--- config.mk ---
export PLATFORM = sky130hd
export DESIGN_NAME = wb_ps2_fifo
export DESIGN_NICKNAME = d
export VERILOG_FILES = /design/src/rtl/wb_ps2_fifo.sv
export SDC_FILE = /design/constraint.sdc
export NUM_CORES = 1
export LEC_CHECK = 0
export CORE_MARGIN = 4
export CORE_UTILIZATION = 51
export DETAILED_ROUTE_END_ITERATION = 12
export PLACE_DENSITY = 0.77
export SLEW_MARGIN = 40
export SYNTH_ARGS = -nofsm -noshare
export SYNTH_HDL_FRONTEND = slang
export SYNTH_SLANG_ARGS = --single-unit
export TNS_END_PERCENT = 1
--- constraint.sdc ---
create_clock -name clk -period 3.9 [get_ports clk]
set_input_delay 0.78 -clock clk [delete_from_list [all_inputs] [get_ports clk]]
set_output_delay 0.78 -clock clk [all_outputs]
set_load 0.02 [all_outputs]
--- src/rtl/wb_ps2_fifo.sv ---
// PS/2 receiver with filtered clock, framing checks and a Wishbone-mapped receive FIFO.
// Define PS2_TIMEOUT_EN to abort stalled frames after TIMEOUT_CYCLES without a clock edge.
module wb_ps2_fifo #(
  parameter int DEV_ADDR_BITS   = 8,
  parameter int FIFO_DEPTH_BITS = 4,
  parameter int FILTER_LEN      = 8,
  parameter int TIMEOUT_CYCLES  = 100000
) (
  input  logic                     clk,
  input  logic                     rst,
  input  logic                     ps2_clk,
  input  logic                     ps2_dat,
  input  logic                     wbs_cs_i,
  input  logic [DEV_ADDR_BITS-1:2] wbs_addr_i,
  input  logic [3:0]               wbs_sel_i,
  input  logic [31:0]              wbs_data_i,
  input  logic                     wbs_we_i,
  output logic [31:0]              wbs_data_o,
  output logic                     wbs_ack_o,
  output logic                     interrupt,
  output logic                     intererr
);
  localparam int AW    = DEV_ADDR_BITS - 2;
  localparam int DEPTH = 1 << FIFO_DEPTH_BITS;
  localparam int CW    = FIFO_DEPTH_BITS + 1;
  localparam int FW    = $clog2(FILTER_LEN) + 1;

  typedef enum logic [1:0] {IDLE, DATA, PARITY, STOP} state_e;

  logic clk_s1_q, clk_s2_q, dat_s1_q, dat_s2_q;
  logic filt_q, filt_d;
  logic [FW-1:0] fcnt_q, fcnt_d;
  logic fall;
  state_e state_q, state_d;
  logic [7:0] sr_q, sr_d;
  logic [2:0] bit_q, bit_d;
  logic par_q, par_d;
  logic push_q, push_d;
  logic [7:0] pbyte_q;
  logic perr_set, ferr_set, tout_hit;
  logic [7:0] mem_q [DEPTH];
  logic [FIFO_DEPTH_BITS-1:0] wr_q, wr_d, rd_q, rd_d;
  logic [CW-1:0] cnt_q, cnt_d;
  logic perr_q, perr_d, ferr_q, ferr_d, ovf_q, ovf_d, tout_q, tout_d;
  logic rx_ie_q, rx_ie_d, err_ie_q, err_ie_d, flush_q, flush_d;
  logic ack_q, int_q, int_d, ierr_q, ierr_d;
  logic [31:0] dout_q, dout_d, rdata;
  logic acc, rd, wr, a_data, a_stat, a_ctrl;
  logic empty, full, pop, do_push, w1c;
  logic unused_ok;

  assign unused_ok = ^{wbs_sel_i[3:1], wbs_data_i[31:5]};

  // Level change only after FILTER_LEN consecutive differing samples
  always_comb begin
    filt_d = filt_q;
    fcnt_d = '0;
    fall   = 1'b0;
    if (clk_s2_q != filt_q) begin
      if (fcnt_q == FW'(FILTER_LEN - 1)) begin
        filt_d = clk_s2_q;
        fall   = filt_q;
      end else begin
        fcnt_d = fcnt_q + 1'b1;
      end
    end
  end

`ifdef PS2_TIMEOUT_EN
  localparam int TW = $clog2(TIMEOUT_CYCLES + 1);
  logic [TW-1:0] tcnt_q, tcnt_d;
  assign tout_hit = (state_q != IDLE) && !fall
                    && (tcnt_q == TW'(TIMEOUT_CYCLES - 1));
  assign tcnt_d = (state_q == IDLE || fall || tout_hit)
                  ? '0 : tcnt_q + 1'b1;
  always_ff @(posedge clk) begin
    if (rst) tcnt_q <= '0;
    else     tcnt_q <= tcnt_d;
  end
`else
  assign tout_hit = 1'b0;
`endif

  always_ff @(posedge clk) begin
    if (rst) state_q <= IDLE;
    else     state_q <= state_d;
  end

  always_comb begin
    state_d = state_q;
    if (tout_hit) begin
      state_d = IDLE;
    end else if (fall) begin
      unique case (state_q)
        IDLE:    if (!dat_s2_q) state_d = DATA;
        DATA:    if (bit_q == 3'd7) state_d = PARITY;
        PARITY:  state_d = STOP;
        default: state_d = IDLE;
      endcase
    end
  end

  always_comb begin
    sr_d     = sr_q;
    bit_d    = bit_q;
    par_d    = par_q;
    push_d   = 1'b0;
    perr_set = 1'b0;
    ferr_set = 1'b0;
    if (fall) begin
      unique case (state_q)
        IDLE:   bit_d = '0;
        DATA: begin
          sr_d  = {dat_s2_q, sr_q[7:1]};
          bit_d = bit_q + 1'b1;
        end
        PARITY: par_d = dat_s2_q;
        default: begin
          ferr_set = !dat_s2_q;
          perr_set = !(^{par_q, sr_q});
          push_d   = dat_s2_q & (^{par_q, sr_q});
        end
      endcase
    end
  end

  assign acc    = wbs_cs_i & ~ack_q;
  assign rd     = acc & ~wbs_we_i;
  assign wr     = acc & wbs_we_i & wbs_sel_i[0];
  assign a_data = wbs_addr_i == AW'(0);
  assign a_stat = wbs_addr_i == AW'(1);
  assign a_ctrl = wbs_addr_i == AW'(2);
  assign empty  = cnt_q == '0;
  assign full   = cnt_q == CW'(DEPTH);
  assign pop    = rd & a_data & ~empty;
  assign do_push = push_q & (~full | pop) & ~flush_q;
  assign w1c    = wr & a_stat;

  always_comb begin
    rdata = '0;
    if (a_data && !empty) begin
      rdata[8:0] = {1'b1, mem_q[rd_q]};
    end else if (a_stat) begin
      rdata[16 +: CW] = cnt_q;
      rdata[4:0] = {tout_q, ovf_q, ferr_q, perr_q, empty};
    end else if (a_ctrl) begin
      rdata[2:0] = {flush_q, err_ie_q, rx_ie_q};
    end
  end

  always_comb begin
    wr_d = wr_q;
    rd_d = rd_q;
    cnt_d = cnt_q;
    if (flush_q) begin
      wr_d  = '0;
      rd_d  = '0;
      cnt_d = '0;
    end else begin
      if (do_push) wr_d = wr_q + 1'b1;
      if (pop)     rd_d = rd_q + 1'b1;
      cnt_d = cnt_q + CW'(do_push) - CW'(pop);
    end
    perr_d = (perr_q & ~(w1c & wbs_data_i[1])) | perr_set;
    ferr_d = (ferr_q & ~(w1c & wbs_data_i[2])) | ferr_set;
    ovf_d  = (ovf_q & ~(w1c & wbs_data_i[3]))
             | (push_q & full & ~pop & ~flush_q);
    tout_d = (tout_q & ~(w1c & wbs_data_i[4])) | tout_hit;
    rx_ie_d  = rx_ie_q;
    err_ie_d = err_ie_q;
    flush_d  = 1'b0;
    if (wr && a_ctrl) begin
      rx_ie_d  = wbs_data_i[0];
      err_ie_d = wbs_data_i[1];
      flush_d  = wbs_data_i[2];
    end
    dout_d = rd ? rdata : '0;
    int_d  = rx_ie_q & ~empty;
    ierr_d = err_ie_q & (perr_q | ferr_q | ovf_q | tout_q);
  end

  always_ff @(posedge clk) begin
    if (do_push) mem_q[wr_q] <= pbyte_q;
  end

  always_ff @(posedge clk) begin
    if (rst) begin
      clk_s1_q <= 1'b1;
      clk_s2_q <= 1'b1;
      dat_s1_q <= 1'b1;
      dat_s2_q <= 1'b1;
      filt_q   <= 1'b1;
      fcnt_q   <= '0;
      sr_q     <= '0;
      bit_q    <= '0;
      par_q    <= 1'b0;
      push_q   <= 1'b0;
      pbyte_q  <= '0;
      wr_q     <= '0;
      rd_q     <= '0;
      cnt_q    <= '0;
      perr_q   <= 1'b0;
      ferr_q   <= 1'b0;
      ovf_q    <= 1'b0;
      tout_q   <= 1'b0;
      rx_ie_q  <= 1'b0;
      err_ie_q <= 1'b0;
      flush_q  <= 1'b0;
      ack_q    <= 1'b0;
      dout_q   <= '0;
      int_q    <= 1'b0;
      ierr_q   <= 1'b0;
    end else begin
      clk_s1_q <= ps2_clk;
      clk_s2_q <= clk_s1_q;
      dat_s1_q <= ps2_dat;
      dat_s2_q <= dat_s1_q;
      filt_q   <= filt_d;
      fcnt_q   <= fcnt_d;
      sr_q     <= sr_d;
      bit_q    <= bit_d;
      par_q    <= par_d;
      push_q   <= push_d;
      pbyte_q  <= sr_q;
      wr_q     <= wr_d;
      rd_q     <= rd_d;
      cnt_q    <= cnt_d;
      perr_q   <= perr_d;
      ferr_q   <= ferr_d;
      ovf_q    <= ovf_d;
      tout_q   <= tout_d;
      rx_ie_q  <= rx_ie_d;
      err_ie_q <= err_ie_d;
      flush_q  <= flush_d;
      ack_q    <= acc;
      dout_q   <= dout_d;
      int_q    <= int_d;
      ierr_q   <= ierr_d;
    end
  end

  assign wbs_data_o = dout_q;
  assign wbs_ack_o  = ack_q;
  assign interrupt  = int_q;
  assign intererr   = ierr_q;
endmodule

Yosys cells after proc, flatten, opt, wreduce, memory -nomap -nowiden
Memory sizes are Yosys's and may differ from the RTL's. A register that Yosys moved wholly into a read port is not among the register bits.
Index checks and enable logic that the tools add are counted.
{ "word_totals": {"regBits": 87, "ramBits": 128, "input_bits": 48, "elab_cells": 134, "n_memories": 1} }
{ "memory_table": {"columns": ["memory", "words", "width", "read_ports", "rd_clocked_by_memory_dff", "wr", "line", "text"], "rows": [
  ["mem_q", 16, 8, 1, 1, 1, "41", "logic [7:0] mem_q [DEPTH];"]
]} }
{ "classes": {"addsub": 6, "n_eq_ne": 10, "n_mux": 19, "bitwise_logic": 46, "reduce_logical": 23} }
{ "op_table": {"columns": ["cell", "n"], "rows": [
  ["$and 1x1->1", 23],
  ["$not 1->1", 16],
  ["$add 4x1->4 const B", 3],
  ["$mux 4", 3],
  ["$reduce_or 3->1", 3],
  ["$reduce_xor 9->1", 1],
  ["$mux 1", 8],
  ["$reduce_and 2->1", 4],
  ["$or 1x1->1", 7],
  ["$eq 6x1->1 const B", 1],
  ["$eq 6x2->1 const B", 1],
  ["$logic_not 6->1", 1],
  ["$mux 2", 3],
  ["$mux 3", 2],
  ["$pmux 2 s3", 1],
  ["$pmux 3 s2", 1],
  ["$reduce_or 2->1", 3],
  ["$add 5x1->5", 1],
  ["$eq 5x5->1 const B", 1],
  ["$logic_not 5->1", 1],
  ["$mux 5", 1],
  ["$reduce_or 5->1", 1],
  ["$sub 5x1->5", 1],
  ["$eq 4x3->1 const B", 1],
  ["other kinds (12)", 16]
]} }

Longest topological paths before layout
Gate-level depths: netlist (run 1).
{ "logic_depth": {"depth_word": 10, "ltp_mapped": 15} }

Worst setup path before layout (run 1)
Ideal clock, no wire load.
{ "synth_path": {"path_kind": "in2reg", "from": "input wbs_addr_i[7] in the netlist's numbering", "to": "register cnt_q[4]", "setup_ps": 70, "arrival_time_ps": 3633, "setup_slack_ps": 197, "stages": 13, "n_path_buf": 1, "cell_sequence": "or4_4 o31a_1 nor2_1 clkbuf_1 inv_1 ha_1 inv_1 ha_1 fa_1 a21oi_1 nor2_1 or3_1 a21oi_1"} }
{ "synth_via": {"elab_chain_len": 8} }
{ "synth_lines": {"columns": ["element", "line", "text"], "rows": [
  ["start: declaration", "14", "input logic [DEV_ADDR_BITS-1:2] wbs_addr_i,"],
  ["$logic_not 6->1 *", "130", "assign a_data = wbs_addr_i == AW'(0);"],
  ["$and 1x1->1 * (2 in a row)", "135", "assign pop = rd & a_data & ~empty;"],
  ["$or 1x1->1", "136", "assign do_push = push_q & (~full | pop) & ~flush_q;"],
  ["$and 1x1->1 (2 in a row)", "136", null],
  ["$add 5x1->5", "162", "cnt_d = cnt_q + CW'(do_push) - CW'(pop);"],
  ["$sub 5x1->5 *", "162", null],
  ["end signal: assignment", "227", "cnt_q <= cnt_d;"],
  ["end: declaration", "43", "logic [CW-1:0] cnt_q, cnt_d;"]
]} }
Every way passes the cells marked *; elsewhere a longest branch is shown, timed or not.
A chain may end at the register's enable or synchronous reset.

Final worst setup path (run 1)
{ "layout_path": {"from": "input wbs_cs_i", "to": "register cnt_q[4]"} }
{ "layout_via": {"elab_chain_len": 9} }
{ "layout_lines": {"columns": ["element", "line", "text"], "rows": [
  ["start: declaration", "13", "input logic wbs_cs_i,"],
  ["$and 1x1->1 *", "127", "assign acc = wbs_cs_i & ~ack_q;"],
  ["$and 1x1->1 *", "128", "assign rd = acc & ~wbs_we_i;"],
  ["$and 1x1->1 * (2 in a row)", "135", null],
  ["$or 1x1->1", "136", null],
  ["$and 1x1->1 (2 in a row)", "136", null],
  ["$add 5x1->5", "162", null],
  ["$sub 5x1->5 *", "162", null]
]} }
Marked as above.

==> results of run 1 <==
-- through the flow --
stage | cell area, µm² | instances
floorplan | 8080 | 546
global placement | 8600 | 770
detailed placement | 8600 | 770
CTS | 9280 | 806
global route | 9280 | 806
finish | 9280 | 806
-- worst register-to-register path: stages, from the launching register on --
cell and delay [ps]:
sky130_fd_sc_hd__dfxtp_1 330, sky130_fd_sc_hd__inv_1 90, sky130_fd_sc_hd__ha_1 190, sky130_fd_sc_hd__or4b_2 630, sky130_fd_sc_hd__nand4_1 170, sky130_fd_sc_hd__inv_1 100
sky130_fd_sc_hd__ha_1 280, sky130_fd_sc_hd__inv_1 30, sky130_fd_sc_hd__ha_1 190, sky130_fd_sc_hd__fa_1 420, sky130_fd_sc_hd__a21oi_1 170, sky130_fd_sc_hd__nor2_1 70
sky130_fd_sc_hd__or3_1 340, sky130_fd_sc_hd__a21oi_1 150
-- power by group --
part           switching [mW]  internal [mW]  leakage (nW)
combinational          0.0379         0.0263          1.15
clock                   0.753           1.18         0.325
sequential            0.00233           2.24          1.55
-- cells in the mapped netlist, types with 7 or more instances --
master,number,share of area (%)
sky130_fd_sc_hd__edfxtp_1,128,48
sky130_fd_sc_hd__dfxtp_1,73,18
sky130_fd_sc_hd__mux4_2,32,9.0
sky130_fd_sc_hd__nor2_1,24,1.1
sky130_fd_sc_hd__and3_1,19,1.5
sky130_fd_sc_hd__ha_1,19,3.0
sky130_fd_sc_hd__nor2b_1,19,1.5
sky130_fd_sc_hd__buf_4,18,1.7
sky130_fd_sc_hd__inv_1,17,0.80
sky130_fd_sc_hd__nand3_1,15,0.94
sky130_fd_sc_hd__a21oi_1,13,0.81
sky130_fd_sc_hd__clkbuf_1,13,0.61
sky130_fd_sc_hd__nand2_1,12,0.56
sky130_fd_sc_hd__mux2i_1,11,1.4
sky130_fd_sc_hd__xnor2_1,10,1.1
sky130_fd_sc_hd__a22oi_1,9,0.84
sky130_fd_sc_hd__o22a_1,7,0.77
sky130_fd_sc_hd__or2_2,7,0.55
-- layer usage --
layer  GRT usage, %  wire (µm)  vias up
met5              0          0        -
met4           4.63        316        0
met3           3.59        858       26
met2           30.9       8210      133
met1           23.6       6660     2263
li1               -          -     2072
-- flip-flops by register name, indices dropped and copies added (netlist names), 2 cells and up, named ones only --
| signal | cells |
|---|---|
| bit_q | 3 |
| mem_q | 128 |
| rd_q | 4 |
| wbs_data_o | 14 |
| state_q | 2 |
| wr_q | 4 |
| fcnt_q | 4 |
| cnt_q | 5 |
| pbyte_q | 8 |
| sr_q | 8 |
-- cells by family after synthesis --
family          synth area share, %
compound gates                 4.97
xor+xnor                       1.70
fa+ha+maj                      3.22
buf+inv                        3.54
flops                          66.2
mux                            10.5
other cells                  0.0468
simple gates                   9.81
-- final cells by class --
cell class,instances,area (µm²),share of cell area (%)
clock buffer,29,587,6.32
clock inverter,7,88.8,0.957
inverter,17,63.8,0.688
multi-input combinational,289,2490,26.9
sequential,201,5310,57.2
tap,211,264,2.84
timing repair buffer,52,475,5.12
-- path summary, 6_finish.rpt --
kind	startpoint	to	slack (ps)	cells after the start
max	wbs_cs_i	cnt_q[4]	370	13
min	dat_s1_q	dat_s2_q	430	1
max reg2reg	cnt_q[2]	cnt_q[4]	670	13
min reg2reg	dat_s1_q	dat_s2_q	430	1
==> metrics.cfg, run 1 <==
[run_status]
outcome=finished clean

[placed_design]
place_congestion=0.818
detailed_place_hpwl_um=10700
dpl_worst_slack_ps=-82.7
place.port_buffers=34

[worst_hold_path]
worstHoldPathType=flop to flop

[sta]
finalMaxSlewViolations=0
worst_slack_setup_final_ps=372
worstMarginPinSlew_ps=794
finalHoldWorstSlack_ps=428
maxSlewHeadroom_pct=46.3
fmax_ghz=0.283
fin_setup_tns_ps=0
layout_min_cycle_time_ps=3530
final.period_utilization_pct=90.4
setup_repair_after_global_routing_missed_its_margin=false
report.final.hold_viol_count=0
fin_skew_ps=20.1
finalSetupViolations=0

[clock_network]
cts_max_path_buffers=3
post_cts_buffers=0
holdBufCountCts=0
ctsHtreeMaxLevel=1
clock_tree_from_tritoncts=done
clock_tree.root_cell=sky130_fd_sc_hd__clkbuf_16
clk_latency_ps=490
tritoncts.num_buffers=20
cts.repair.resized=0
cts.sinks=201
cts.clk_slew.worst_paths_ps=60

[floorplan]
core_region_area_mm2=0.0153
horiz_die_dim_um=133
ios=83
std_cell_rows=45
die-area_mm2=0.0178
initial_core_utilization_pct=52.3
dieHeight_um=133

[route]
ant_nets=0
viasPerCell=5.58
num_vias=4494
dr.pass1.iters=5
wl_per_cell_um=19.9
drtIter0Drc=335
route.final.wire_length_um=16000
remaining_drc_errors=0

[setup_path]
crit_required_ps=4320
worst-setup-path-type=primary input to flop
top_cell_family_by_delay_on_the_critical_path=simple AND/OR/NAND/NOR gates
timing.critical_path.slowest_cell_delay_ps=480
setup.worst_path.end_class=flop
crit_path_start_kind=primary input
worst_path_max_delay_cell=sky130_fd_sc_hd__clkdlybuf4s50_1
path_max_fanout=2
worstPathArrival_ps=3940
worst_path_cell_chain=clkdlybuf4s50_1 -> or3b_2 -> o31a_1 -> nor2_1 -> inv_1 -> ha_1 -> inv_1 -> ha_1 -> fa_1 -> a21oi_1 -> nor2_1 -> or3_1 -> a21oi_1
worst-path-buf-inv=3

[global_routing]
grt_remaining_overflow=0
grt_max_degree=38
grt_pass1_wl_um=25100
vias_in_the_first_global_route=4634
grt_antenna_before_repair=0
grt_util_all_layers_pct=18.0

[yosys]
dominantRegCellSynth=sky130_fd_sc_hd__edfxtp_1
postSynth.asyncResetShare_pct=0
synth_sequential_area_ratio_pct=66.2
synth.ff_latch_count=201
netlist_instances=529
synth_edf_count=128
yosys_warnings=0
synth_area_mm2=0.00801
yosys.cell_types.count=52
avgSynthCellArea_um2=15.1

[finish]
num-nets-final=649
layout-area-overhead-vs-synth_pct=15.8
nFillCells=1154
drive_gt1_share_pct=15.8
final_cell_mix=sky130_fd_sc_hd__edfxtp_1, sky130_fd_sc_hd__dfxtp_1, sky130_fd_sc_hd__clkdlybuf4s50_1
commonest_non_fill_non_tap_cell_in_the_layout=sky130_fd_sc_hd__edfxtp_1
final_core_utilization_pct=60.6
antenna-diode-count=0

[power_and_ir_drop]
power_density_mw_per_mm2=457
cellLeakagePower_nw=3.02
total_power_mw=4.24
vdd.ir_drop.worst_mv=0.270

[job]
drv.max_cap_violation_count=0

No activity file was read; power rests on OpenSTA's default activity.
==> run 2, diff against run 1 <==
--- a/config.mk
+++ b/config.mk
@@ -5,10 +5,12 @@
 export SDC_FILE = /design/constraint.sdc
 export NUM_CORES = 1
 export LEC_CHECK = 0
+export ABC_CLOCK_PERIOD_IN_PS = 3900
 export CORE_MARGIN = 4
 export CORE_UTILIZATION = 51
 export DETAILED_ROUTE_END_ITERATION = 12
 export PLACE_DENSITY = 0.77
+export SETUP_SLACK_MARGIN = 0.3
 export SLEW_MARGIN = 40
 export SYNTH_ARGS = -nofsm -noshare
 export SYNTH_HDL_FRONTEND = slang
==> metrics.cfg, run 2 (synthesis results as in run 1) <==
[clock_network]
post_cts_buffers=0  ; unchanged
tritoncts.num_buffers=21  ; was 20
cts.sinks=201  ; unchanged
clock_tree.root_cell=sky130_fd_sc_hd__clkbuf_16  ; unchanged
cts.repair.resized=0  ; unchanged
holdBufCountCts=0  ; unchanged
clock_tree_from_tritoncts=done  ; unchanged
cts.clk_slew.worst_paths_ps=60  ; about the same
cts_max_path_buffers=3  ; unchanged
ctsHtreeMaxLevel=1  ; unchanged
clk_latency_ps=480  ; was 490 ps

[setup_path]
timing.rr.start=cnt_q[2]  ; unchanged
worstPathArrival_ps=3890  ; was 3940 ps
rr_worst_depth=13  ; unchanged
path_max_fanout=2  ; unchanged
crit_path_start_kind=primary input  ; unchanged
critical_path_sink=cnt_q[4]  ; unchanged
regToRegSetupSlack_ps=710  ; was 670 ps
critical_path_depth=13  ; unchanged
worst_path_max_delay_cell=sky130_fd_sc_hd__clkdlybuf4s50_1  ; unchanged
setup.worst_path.start=wbs_cs_i  ; unchanged
crit_required_ps=4310  ; was 4320 ps
top_cell_family_by_delay_on_the_critical_path=simple AND/OR/NAND/NOR gates  ; unchanged
capture_instance_of_the_worst_register_to_register_path=cnt_q[4]  ; unchanged
worst_path_cell_chain=clkdlybuf4s50_1 -> or3b_2 -> o31a_1 -> nor2_2 -> inv_1 -> ha_1 -> inv_1 -> ha_1 -> fa_1 -> a21oi_1 -> nor2_1 -> or3_1 -> a21oi_1  ; was clkdlybuf4s50_1 -> or3b_2 -> o31a_1 -> nor2_1 -> inv_1 -> ha_1 -> inv_1 -> ha_1 -> fa_1 -> a21oi_1 -> nor2_1 -> or3_1 -> a21oi_1
worst-path-buf-inv=3  ; unchanged
worst-setup-path-type=primary input to flop  ; unchanged
setup.worst_path.end_class=flop  ; unchanged
timing.critical_path.slowest_cell_delay_ps=500  ; was 480 ps

[route]
remaining_drc_errors=0  ; unchanged
drtIter0Drc=408  ; was 335
dr.pass1.iters=5  ; unchanged
viasPerCell=5.56  ; was 5.58
wl_per_cell_um=19.3  ; was 19.9 µm
num_vias=4488  ; was 4494
ant_nets=0  ; unchanged
route.final.wire_length_um=15600  ; was 16000 µm

[sta]
finalMaxSlewViolations=0  ; unchanged
fmax_ghz=0.288  ; was 0.283 GHz
finalSetupViolations=0  ; unchanged
layout_min_cycle_time_ps=3480  ; was 3530 ps
final.period_utilization_pct=89.1  ; was 90.4%
maxSlewHeadroom_pct=41.3  ; was 46.3%
worstMarginPinSlew_ps=868  ; was 794 ps
finalHoldWorstSlack_ps=418  ; was 428 ps
report.final.hold_viol_count=0  ; unchanged
setup_repair_after_global_routing_missed_its_margin=false  ; unchanged
fin_skew_ps=14.0  ; was 20.1 ps

[floorplan]
core_region_area_mm2=0.0153  ; unchanged
std_cell_rows=45  ; unchanged
dieHeight_um=133  ; unchanged
initial_core_utilization_pct=52.3  ; unchanged
horiz_die_dim_um=133  ; unchanged
ios=83  ; unchanged
die-area_mm2=0.0178  ; unchanged

[global_routing]
grt_remaining_overflow=0  ; unchanged
grt_antenna_before_repair=0  ; unchanged
grt_max_degree=38  ; unchanged
vias_in_the_first_global_route=4627  ; was 4634
grt_pass1_wl_um=25200  ; was 25100 µm
grt_util_all_layers_pct=17.8  ; was 18.0%

[power_and_ir_drop]
switching_share_pct=18.9  ; was 18.7%
cellLeakagePower_nw=3.01  ; was 3.02 nW
total_net_switching_power_mw=0.784  ; was 0.793 mW
clock_power_share_pct=44.4  ; was 45.6%
power.share.combinational_pct=1.5  ; about the same
vdd.ir_drop.worst_mv=0.258  ; was 0.270 mV
power_density_mw_per_mm2=448  ; was 457 mW/mm²
seqPwrFrac_pct=54.0  ; was 52.8%
internal-power_mw=3.36  ; was 3.44 mW

[finish]
design_area_final_mm2=0.00925  ; was 0.00928 mm²
final_cell_mix=sky130_fd_sc_hd__edfxtp_1, sky130_fd_sc_hd__dfxtp_1, sky130_fd_sc_hd__clkdlybuf4s50_1  ; unchanged
final_core_utilization_pct=60.4  ; was 60.6%
largest_reg_flops=128  ; unchanged
layout-area-overhead-vs-synth_pct=15.4  ; was 15.8%
num-nets-final=650  ; was 649
registers.top_by_ff_count=mem_q  ; unchanged
nFillCells=1159  ; was 1154
commonest_non_fill_non_tap_cell_in_the_layout=sky130_fd_sc_hd__edfxtp_1  ; unchanged
antenna-diode-count=0  ; unchanged
drive_gt1_share_pct=16.1  ; was 15.8%

[job]
drv.max_cap_violation_count=0  ; unchanged

[run_status]
outcome=finished clean  ; unchanged

[placed_design]
place.port_buffers=34  ; unchanged
place_congestion=0.832  ; was 0.818
detailed_place.area_mm2=0.00860  ; about the same
detailed_place_hpwl_um=10700  ; about the same

[worst_hold_path]
worst_hold_path.num_cells=1  ; unchanged
worstHoldPathType=flop to flop  ; unchanged

-- run 2: area by class of cell --
class	instances	area, µm²	share of cell area, %
Sequential cell	201	5310	57.4
Multi-Input combinational cell	289	2490	27.0
Clock buffer	34	628	6.79
Timing Repair Buffer	52	475	5.14
Tap cell	211	264	2.85
Inverter	17	63.8	0.690
Clock inverter	3	15.0	0.162
-- run 2: worst min path at each step --
stage / slack, ps / from / end
CTS: 420 / clk_s1_q / clk_s2_q
global route: 430 / clk_s1_q / clk_s2_q
finish: 420 / dat_s1_q / dat_s2_q
detailed placement: 400 / dat_s1_q / dat_s2_q
global placement: 400 / clk_s1_q / clk_s2_q
floorplan: 390 / clk_s1_q / clk_s2_q
-- run 2: power by group through the flow --
stage          Clock [mW]  Combinational [mW]  Sequential (mW)
3_3_place_gp            0              0.0605             2.29
2_1_floorplan           0              0.0461             2.29
3_5_place_dp            0              0.0622             2.29
5_1_grt              1.97              0.0683             2.24
4_1_cts              1.88              0.0626             2.24
6_report             1.84              0.0636             2.24
-- run 2: metal layers --
layer / wire length [µm] / up-vias / track usage [%]
met1: 6650 / 2261 / 24.9
li1: - / 2082 / -
met3: 803 / 18 / 3.13
met2: 7920 / 127 / 30.0
met4: 229 / 0 / 3.31
met5: 0 / - / 0
-- run 2: stage by stage --
| step | power (mW) | setup WS [ps] | TNS, ps | instances |
|---|---|---|---|---|
| detailed placement | 2.35 | -28.6 | -28.6 | 770 |
| global route | 4.28 | 306 | 0 | 807 |
| finish | 4.15 | 424 | 0 | 807 |
| floorplan | 2.33 | 333 | 0 | 546 |
| global placement | 2.35 | -3.92 | -3.92 | 770 |
| CTS | 4.18 | 462 | 0 | 807 |
==> run 3, diff against run 2 <==
==> constraint.sdc (replaced) <==
create_clock -name clk -period 3.9 [get_ports clk]
set_input_delay 0.78 -clock clk [delete_from_list [all_inputs] [get_ports clk]]
set_output_delay 0.78 -clock clk [all_outputs]
set_load 0.1 [all_outputs]
==> metrics.cfg, run 3 (synthesis results as in run 1) <==
[global_routing]
grt_pass1_wl_um=25300  ; was 25200 µm
grt_remaining_overflow=0  ; unchanged
vias_in_the_first_global_route=4656  ; was 4627
grt_util_all_layers_pct=18.1  ; was 17.8%
grt_max_degree=38  ; unchanged
grt_antenna_before_repair=0  ; unchanged

[clock_network]
holdBufCountCts=0  ; unchanged
clk_latency_ps=490  ; was 480 ps
cts.clk_slew.worst_paths_ps=60  ; about the same
cts.sinks=201  ; unchanged
cts.repair.resized=0  ; unchanged
clock_tree_from_tritoncts=done  ; unchanged
post_cts_buffers=0  ; unchanged
tritoncts.num_buffers=21  ; unchanged
ctsHtreeMaxLevel=1  ; unchanged
cts_max_path_buffers=3  ; unchanged
clock_tree.root_cell=sky130_fd_sc_hd__clkbuf_16  ; unchanged

[finish]
commonest_non_fill_non_tap_cell_in_the_layout=sky130_fd_sc_hd__edfxtp_1  ; unchanged
antenna-diode-count=0  ; unchanged
final_cell_mix=sky130_fd_sc_hd__edfxtp_1, sky130_fd_sc_hd__dfxtp_1, sky130_fd_sc_hd__mux4_2  ; was sky130_fd_sc_hd__edfxtp_1, sky130_fd_sc_hd__dfxtp_1, sky130_fd_sc_hd__clkdlybuf4s50_1
drive_gt1_share_pct=18.9  ; was 16.1%
num-nets-final=650  ; unchanged
largest_reg_flops=128  ; unchanged
registers.top_by_ff_count=mem_q  ; unchanged
layout-area-overhead-vs-synth_pct=14.6  ; was 15.4%
nFillCells=1155  ; was 1159

[placed_design]
place.port_buffers=34  ; unchanged
detailed_place_hpwl_um=10700  ; about the same
dpl_worst_slack_ps=-27.0  ; was -28.6 ps
place_congestion=0.832  ; unchanged

[sta]
fin_setup_tns_ps=0  ; unchanged
finalSetupViolations=0  ; unchanged
fin_skew_ps=12.3  ; was 14.0 ps
report.final.hold_viol_count=0  ; unchanged
setup_repair_after_global_routing_missed_its_margin=false  ; unchanged
maxSlewHeadroom_pct=44.3  ; was 41.3%
finalMaxSlewViolations=0  ; unchanged
worst_slack_setup_final_ps=464  ; was 424 ps
finalHoldWorstSlack_ps=422  ; was 418 ps
layout_min_cycle_time_ps=3440  ; was 3480 ps
worstMarginPinSlew_ps=828  ; was 868 ps
fmax_ghz=0.291  ; was 0.288 GHz
final.period_utilization_pct=88.1  ; was 89.1%

[setup_path]
rr_worst_depth=13  ; unchanged
worst-setup-path-type=primary input to flop  ; unchanged
crit_path_start_kind=primary input  ; unchanged
path_max_fanout=2  ; unchanged
setup.worst_path.end_class=flop  ; unchanged
crit_required_ps=4320  ; was 4310 ps
worstPathArrival_ps=3860  ; was 3890 ps
regToRegSetupSlack_ps=700  ; was 710 ps

[floorplan]
die-area_mm2=0.0178  ; unchanged
initial_core_utilization_pct=52.3  ; unchanged
ios=83  ; unchanged
std_cell_rows=45  ; unchanged
core_region_area_mm2=0.0153  ; unchanged
dieHeight_um=133  ; unchanged
horiz_die_dim_um=133  ; unchanged

[worst_hold_path]
worstHoldPathType=flop to flop  ; unchanged
worst_hold_path.num_cells=1  ; unchanged

[route]
viasPerCell=5.55  ; was 5.56
drtIter0Drc=406  ; was 408
wl_per_cell_um=19.6  ; was 19.3 µm
num_vias=4482  ; was 4488
remaining_drc_errors=0  ; unchanged
ant_nets=0  ; unchanged
dr.pass1.iters=5  ; unchanged
route.final.wire_length_um=15800  ; was 15600 µm

[job]
drv.max_cap_violation_count=0  ; unchanged

[power_and_ir_drop]
vdd.ir_drop.worst_mv=0.275  ; was 0.258 mV
total_power_mw=4.25  ; was 4.15 mW
power_density_mw_per_mm2=463  ; was 448 mW/mm²
cellLeakagePower_nw=3.05  ; was 3.01 nW

[run_status]
outcome=finished clean  ; unchanged

-- run 3: cell count changes in the layout (fill, tap and decap cells not counted), moves of 3 or more --
| cell | before | now |
|---|---|---|
| sky130_fd_sc_hd__buf_2 | 0 | 17 |
| sky130_fd_sc_hd__clkdlybuf4s50_1 | 34 | 17 |
| sky130_fd_sc_hd__clkinv_2 | 3 | 0 |
| sky130_fd_sc_hd__clkbuf_8 | 3 | 6 |
-- run 3: worst paths after layout --
| kind | start | to |
|---|---|---|
| worst max register to register | cnt_q[2] | cnt_q[4] |
| worst min-delay path | dat_s1_q | dat_s2_q |
| worst min register to register | dat_s1_q | dat_s2_q |
| worst max-delay path | wbs_cs_i | cnt_q[4] |
-- run 3: layer usage --
layer | share of wire, % | GRT usage, % | vias up
met1 | 42 | 25.0 | 2244
li1 | - | - | 2081
met3 | 5.9 | 3.21 | 25
met4 | 1.7 | 4.11 | 0
met5 | 0 | 0 | -
met2 | 50 | 30.4 | 132
-- run 3: power by group --
part	switching, mW	internal, mW	leakage (nW)	total (mW)
Sequential	0.00218	2.24	1.55	2.24
Clock	0.772	1.11	0.321	1.89
Combinational	0.101	0.0257	1.18	0.126
Total	0.875	3.38	3.05	4.25
-- run 3: worst max-delay path, stage by stage --
cell and delay [ps]:
sky130_fd_sc_hd__clkdlybuf4s50_1 490, sky130_fd_sc_hd__or3b_2 470, sky130_fd_sc_hd__o31a_1 340, sky130_fd_sc_hd__nor2_2 110, sky130_fd_sc_hd__inv_1 60, sky130_fd_sc_hd__ha_1 270, sky130_fd_sc_hd__inv_1 40, sky130_fd_sc_hd__ha_1 190
sky130_fd_sc_hd__fa_1 410, sky130_fd_sc_hd__a21oi_1 160, sky130_fd_sc_hd__nor2_1 70, sky130_fd_sc_hd__or3_1 340, sky130_fd_sc_hd__a21oi_1 130
-- run 3: final cells by class --
| type | instances | area [µm²] | share of cell area [%] |
|---|---|---|---|
| flip-flops and latches | 201 | 5310 | 57.8 |
| inverters | 17 | 63.8 | 0.695 |
| clock buffers | 33 | 631 | 6.87 |
| repair buffers | 52 | 390 | 4.25 |
| clock inverters | 5 | 32.5 | 0.354 |
| multi-input cells | 289 | 2490 | 27.2 |
| well taps | 211 | 264 | 2.88 |
-- run 3: per-stage QoR --
step / cell area, µm² / utilization (%) / std cells
2_1_floorplan: 8080 / - / 546
3_3_place_gp: 8600 / 56.2 / 770
3_5_place_dp: 8510 / 55.6 / 770
4_1_cts: 9180 / 59.9 / 808
5_1_grt: 9180 / 60.0 / 808
6_report: 9180 / 60.0 / 808
